### src/rtl/reverse_dabble_bcd_bin_if.sv
// Handshake and data bundle for the BCD-to-binary converter.
// The entry path drives the master side; the converter sits on the slave side.
interface reverse_dabble_bcd_bin_if #(
    parameter int N_BITS = 7
);
    logic              Iniciar;
    logic [3:0]        Dezenas;
    logic [3:0]        Unidades;
    logic [N_BITS-1:0] Binario;
    logic              Ocupado;
    logic              Pronto;
    logic              Erro;

    modport master (
        output Iniciar, Dezenas, Unidades,
        input  Binario, Ocupado, Pronto, Erro
    );

    modport slave (
        input  Iniciar, Dezenas, Unidades,
        output Binario, Ocupado, Pronto, Erro
    );
endinterface

### src/rtl/reverse_dabble_bcd_bin.sv
// Two-digit BCD to binary using reverse double-dabble: one right shift per clock,
// followed by a subtract-3 on any BCD digit that lands at 8 or above.
module reverse_dabble_bcd_bin #(
    parameter int N_BITS = 7
) (
    input  logic                      Clock,
    input  logic                      Reset_n,
    reverse_dabble_bcd_bin_if.slave   bus
);
    localparam int W  = N_BITS + 8;
    localparam int CW = $clog2(N_BITS + 1);

    typedef enum logic [1:0] {OCIOSO, DESLOCA, FIM} state_t;

    state_t            state, state_nxt;
    logic [W-1:0]      sreg, sh, step;
    logic [CW-1:0]     cnt;
    logic [N_BITS-1:0] binario_q;
    logic              erro_q;
    logic              digits_ok, last_iter;

    function automatic logic [3:0] fix(input logic [3:0] d);
        return (d >= 4'd8) ? d - 4'd3 : d;
    endfunction

    assign digits_ok = (bus.Dezenas <= 4'd9) && (bus.Unidades <= 4'd9);
    assign last_iter = (cnt == CW'(N_BITS - 1));

    // Correction is applied to the post-shift digits within the same cycle.
    always_comb begin
        sh   = sreg >> 1;
        step = {fix(sh[W-1 -: 4]), fix(sh[W-5 -: 4]), sh[N_BITS-1:0]};
    end

    always_ff @(posedge Clock or negedge Reset_n) begin
        if (!Reset_n) state <= OCIOSO;
        else          state <= state_nxt;
    end

    always_comb begin
        state_nxt = state;
        case (state)
            OCIOSO:  if (bus.Iniciar) state_nxt = digits_ok ? DESLOCA : FIM;
            DESLOCA: if (last_iter)   state_nxt = FIM;
            FIM:     state_nxt = OCIOSO;
            default: state_nxt = OCIOSO;
        endcase
    end

    // Result registers load on the edge entering FIM so they are valid alongside Pronto.
    always_ff @(posedge Clock or negedge Reset_n) begin
        if (!Reset_n) begin
            sreg      <= '0;
            cnt       <= '0;
            binario_q <= '0;
            erro_q    <= 1'b0;
        end else begin
            case (state)
                OCIOSO: begin
                    if (bus.Iniciar) begin
                        if (digits_ok) begin
                            sreg <= {bus.Dezenas, bus.Unidades, {N_BITS{1'b0}}};
                            cnt  <= '0;
                        end else begin
                            binario_q <= '0;
                            erro_q    <= 1'b1;
                        end
                    end
                end
                DESLOCA: begin
                    sreg <= step;
                    cnt  <= cnt + 1'b1;
                    if (last_iter) begin
                        binario_q <= step[N_BITS-1:0];
                        erro_q    <= 1'b0;
                    end
                end
                default: ;
            endcase
        end
    end

    // Every BCD bit must have been shifted out once a valid conversion completes.
    always_ff @(posedge Clock) begin
        if (Reset_n && state == FIM && !erro_q)
            assert (sreg[W-1:N_BITS] == '0);
    end

    assign bus.Binario = binario_q;
    assign bus.Erro    = erro_q;
    assign bus.Ocupado = (state == DESLOCA);
    assign bus.Pronto  = (state == FIM);
endmodule
### src/flat_wrapper.sv
// flat-port wrapper written by rule: the top's interface ports become plain ports
module reverse_dabble_bcd_bin_flat 
#(
    parameter int N_BITS = 7
)
  (Clock, Reset_n, bus_Iniciar, bus_Dezenas, bus_Unidades, bus_Binario, bus_Ocupado, bus_Pronto, bus_Erro);
  reverse_dabble_bcd_bin_if #(.N_BITS(N_BITS)) bus_i ();
  input  logic Clock;
  input  logic Reset_n;
  input wire logic [$bits(bus_i.Iniciar)-1:0] bus_Iniciar;
  input wire logic [$bits(bus_i.Dezenas)-1:0] bus_Dezenas;
  input wire logic [$bits(bus_i.Unidades)-1:0] bus_Unidades;
  output wire logic [$bits(bus_i.Binario)-1:0] bus_Binario;
  output wire logic [$bits(bus_i.Ocupado)-1:0] bus_Ocupado;
  output wire logic [$bits(bus_i.Pronto)-1:0] bus_Pronto;
  output wire logic [$bits(bus_i.Erro)-1:0] bus_Erro;
  assign bus_i.Iniciar = bus_Iniciar;
  assign bus_i.Dezenas = bus_Dezenas;
  assign bus_i.Unidades = bus_Unidades;
  assign bus_Binario = bus_i.Binario;
  assign bus_Ocupado = bus_i.Ocupado;
  assign bus_Pronto = bus_i.Pronto;
  assign bus_Erro = bus_i.Erro;
  reverse_dabble_bcd_bin #(.N_BITS(N_BITS)) u_core (.Clock(Clock), .Reset_n(Reset_n), .bus(bus_i));
endmodule
### config.mk
export PLATFORM = sky130hd
export DESIGN_NAME = reverse_dabble_bcd_bin_flat
export DESIGN_NICKNAME = d
export VERILOG_FILES = /design/src/rtl/reverse_dabble_bcd_bin_if.sv /design/src/rtl/reverse_dabble_bcd_bin.sv /design/src/flat_wrapper.sv
export SDC_FILE = /design/constraint.sdc
export NUM_CORES = 1
export LEC_CHECK = 0
export ABC_AREA = 1
export BUFFER_PORTS_ARGS = -buffer_cell sky130_fd_sc_hd__buf_4
export CORE_MARGIN = 1.5
export CORE_UTILIZATION = 45
export DETAILED_ROUTE_END_ITERATION = 8
export HOLD_SLACK_MARGIN = 0.15
export PLACE_DENSITY = 0.65
export RECOVER_POWER = 50
export SETUP_SLACK_MARGIN = 0.15
export SYNTH_ARGS = -nofsm -noshare
export SYNTH_HDL_FRONTEND = slang
export SYNTH_SLANG_ARGS = --single-unit
### constraint.sdc
create_clock -name Clock -period 3 [get_ports Clock]
set_input_delay 0.75 -clock Clock [delete_from_list [all_inputs] [get_ports Clock]]
set_output_delay 0.75 -clock Clock [all_outputs]
set_load 0.005 [all_outputs]
==> metrics.yaml <==
die:
  fp-row-count: 19
  initial_core_util: 0.490
  coreArea_um2: 2830
  die_w_um: 58.5
  fp.dieH_um: 58.5
  ioPinCount: 21
  dieArea_um2: 3430
final_layout:
  n_antenna_cell: 0
  fin_area_um2: 1540
  nNetsFinal: 206
  final_common_cell: "nand2_1"
  syn_to_final_growth_pct: 10.9
  layout-drive-gt1-share: 0.168
  final_cell_mix: "71 x nand2_1, 27 x dfrtp_1, 26 x nand3_1, 19 x buf_4, 10 x inv_1"
grt:
  grt_max_degree: 30
  grt_pass1_vias: 1132
  antenna_found_initial: 0
  overflow: 0
  grt_usage: 0.178
  grt_first_pass_wirelength_um: 4730
logic_synthesis:
  ys_ff_latch: 27
  ys_warn_count: 0
  synth_cell_types: 24
  ys_seq_area_frac: 0.487
  syn_area_um2: 1390
  synthCells: 171
  syn_nets: 186
  avgSynthCellArea_um2: 8.11
timing:
  skew_ps: 2.16
  max_slew_margin: 0.0572
  rsz0062_at_grt: "false"
  period_needed_ps: 2140
  setup_viol: 0
  hold_viol_final: 0
  fmax_mhz: 467
  fin_tns_setup_ps: 0
  worst_slack_ps: 859
  fin_hold_ws_ps: 486
  drv_slew: 0
  post-route-period-util: 0.714
  worst_slew_pin_slew_ps: 1410
power:
  pwr-share-comb: 0.420
  sequentialPowerShare: 0.461
  vdd_ir_drop_max_mv: 0.330
  power_mw: 1.30
  leakage_nw: 0.876
  switching_share: 0.432
  p_per_area_nw_per_um2: 846
  p_int_mw: 0.739
  power_frac_clock: 0.119
  switchingPower_mw: 0.563
placed_design:
  post-place-ws_ps: 1150
  gp_congestion: 0.858
  hpwl_um: 1890
  place_area_um2: 1520
  numPortBuffers: 20
setup_path:
  r2r_cells: 7
  required_ps: 2250
  worstPathMaxFanout: 24
  cp-startpoint: "u_core.state[0]"
  startpoint_type: "flop"
  critPathKind: "reg -> out"
  r2r_setup_slack_ps: 1360
  rr_endpoint: "u_core.bus.Binario[2]"
  crit_arrival_ps: 1390
  r2r-start: "u_core.state[1]"
  crit_path_end_kind: "output pin"
clock_network:
  holdBufCountCts: 0
  cts_buffer_depth: 2
  h-tree-depth: 1
  cts.clk_slew.worst_paths_ps: 140
  cts_buffers: 3
  cts.sinks: 27
  cts-resized-gates: 0
  root_buffer: "clkbuf_4"
  cts_tree: "done"
  post_cts_buffers: 0
  clk_latency_ps: 320
routing:
  drc: 0
  routed_via_density: 5.27
  first_pass_iters: 4
  drt_iter0_markers: 64
  vias: 1165
  routedWlPerCell_um: 12.2
  wl_um: 2690
  postRouteAntennaNets: 0
status:
  status: "completed"
min_path:
  min_from: "u_core.bus.Binario[0]"
  hold_end: "u_core.bus.Binario[0]"
  min_path_cells: 2
  hold_class: "reg -> reg"
job:
  cap_viol_max_count: 0
-- metal layers --
metal,vias to the layer above,global-route usage,wire length (µm),part of all wire
li1,587,-,-,-
met1,552,0.232,1270,0.47
met2,22,0.300,1300,0.48
met3,4,0.0264,88,0.033
met4,0,0.0664,27,0.010
met5,-,0,0,0
-- stage by stage --
stage	utilization	instances
finish	0.544	221
global route	0.544	221
CTS	0.547	221
detailed placement	0.538	217
global placement	0.538	217
floorplan	-	171
-- power by group through the flow --
stage          Sequential, mW  Combinational [mW]  Clock (mW)
2_1_floorplan           0.577               0.468           0
3_3_place_gp            0.601               0.537           0
3_5_place_dp            0.606               0.552           0
4_1_cts                 0.599               0.555       0.165
5_1_grt                 0.620               0.636       0.172
6_report                0.600               0.547       0.155
-- cell type report --
| type | count | area (µm²) |
|---|---|---|
| inverters | 12 | 45.0 |
| well taps | 31 | 38.8 |
| repair buffers | 21 | 154 |
| fillers | 262 | 1290 |
| clock buffers | 4 | 26.3 |
| flip-flops and latches | 27 | 676 |
| multi-input cells | 126 | 599 |
-- synth_stat cells --
library cell,number,share of area
nor2_1,5,0.014
o21ai_2,1,0.0063
nor2_4,1,0.0081
nand3_1,25,0.090
inv_2,1,0.0027
buf_12,1,0.014
o211ai_1,1,0.0054
ha_1,4,0.036
nand4_1,6,0.027
or2_2,2,0.0090
clkinv_1,1,0.0027
o21ai_0,2,0.0072
buf_2,1,0.0036
o21ai_1,1,0.0036
buf_6,2,0.016
buf_4,2,0.011
a21oi_1,1,0.0036
dfrtp_1,27,0.49
inv_1,10,0.027
nand3_2,1,0.0072
nand2_4,1,0.0081
nand2_2,3,0.014
nand2_1,71,0.19
o22ai_1,1,0.0045
-- cells by family after synthesis --
| logic type | synth area share |
|---|---|
| flops | 0.487 |
| buf+inv | 0.0775 |
| compound gates | 0.0307 |
| fa+ha+maj | 0.0361 |
| simple gates | 0.369 |
-- critical path: stages, from the launching register on --
cell and delay (ps):
dfrtp_1 430, inv_1 130, nor2_4 90, buf_4 260
buf_4 160
-- registers in the layout, indices dropped and copies added (netlist names) --
signal and count:
u_core.state 2, u_core.cnt 3, u_core.sreg 14, u_core.bus.Erro 1, u_core.bus.Binario 7
-- worst max-delay path by stage --
| stage | slack [ps] | endpoint | depth (start not counted) |
|---|---|---|---|
| after floorplan | 1480 | bus_Ocupado | 3 |
| after global placement | 1150 | u_core.sreg[12] | 6 |
| after detailed placement | 1150 | u_core.sreg[8] | 6 |
| after CTS | 840 | bus_Ocupado | 4 |
| after global routing | 760 | bus_Ocupado | 4 |
| final | 860 | bus_Ocupado | 4 |
Power figures use the tool's default switching activity.
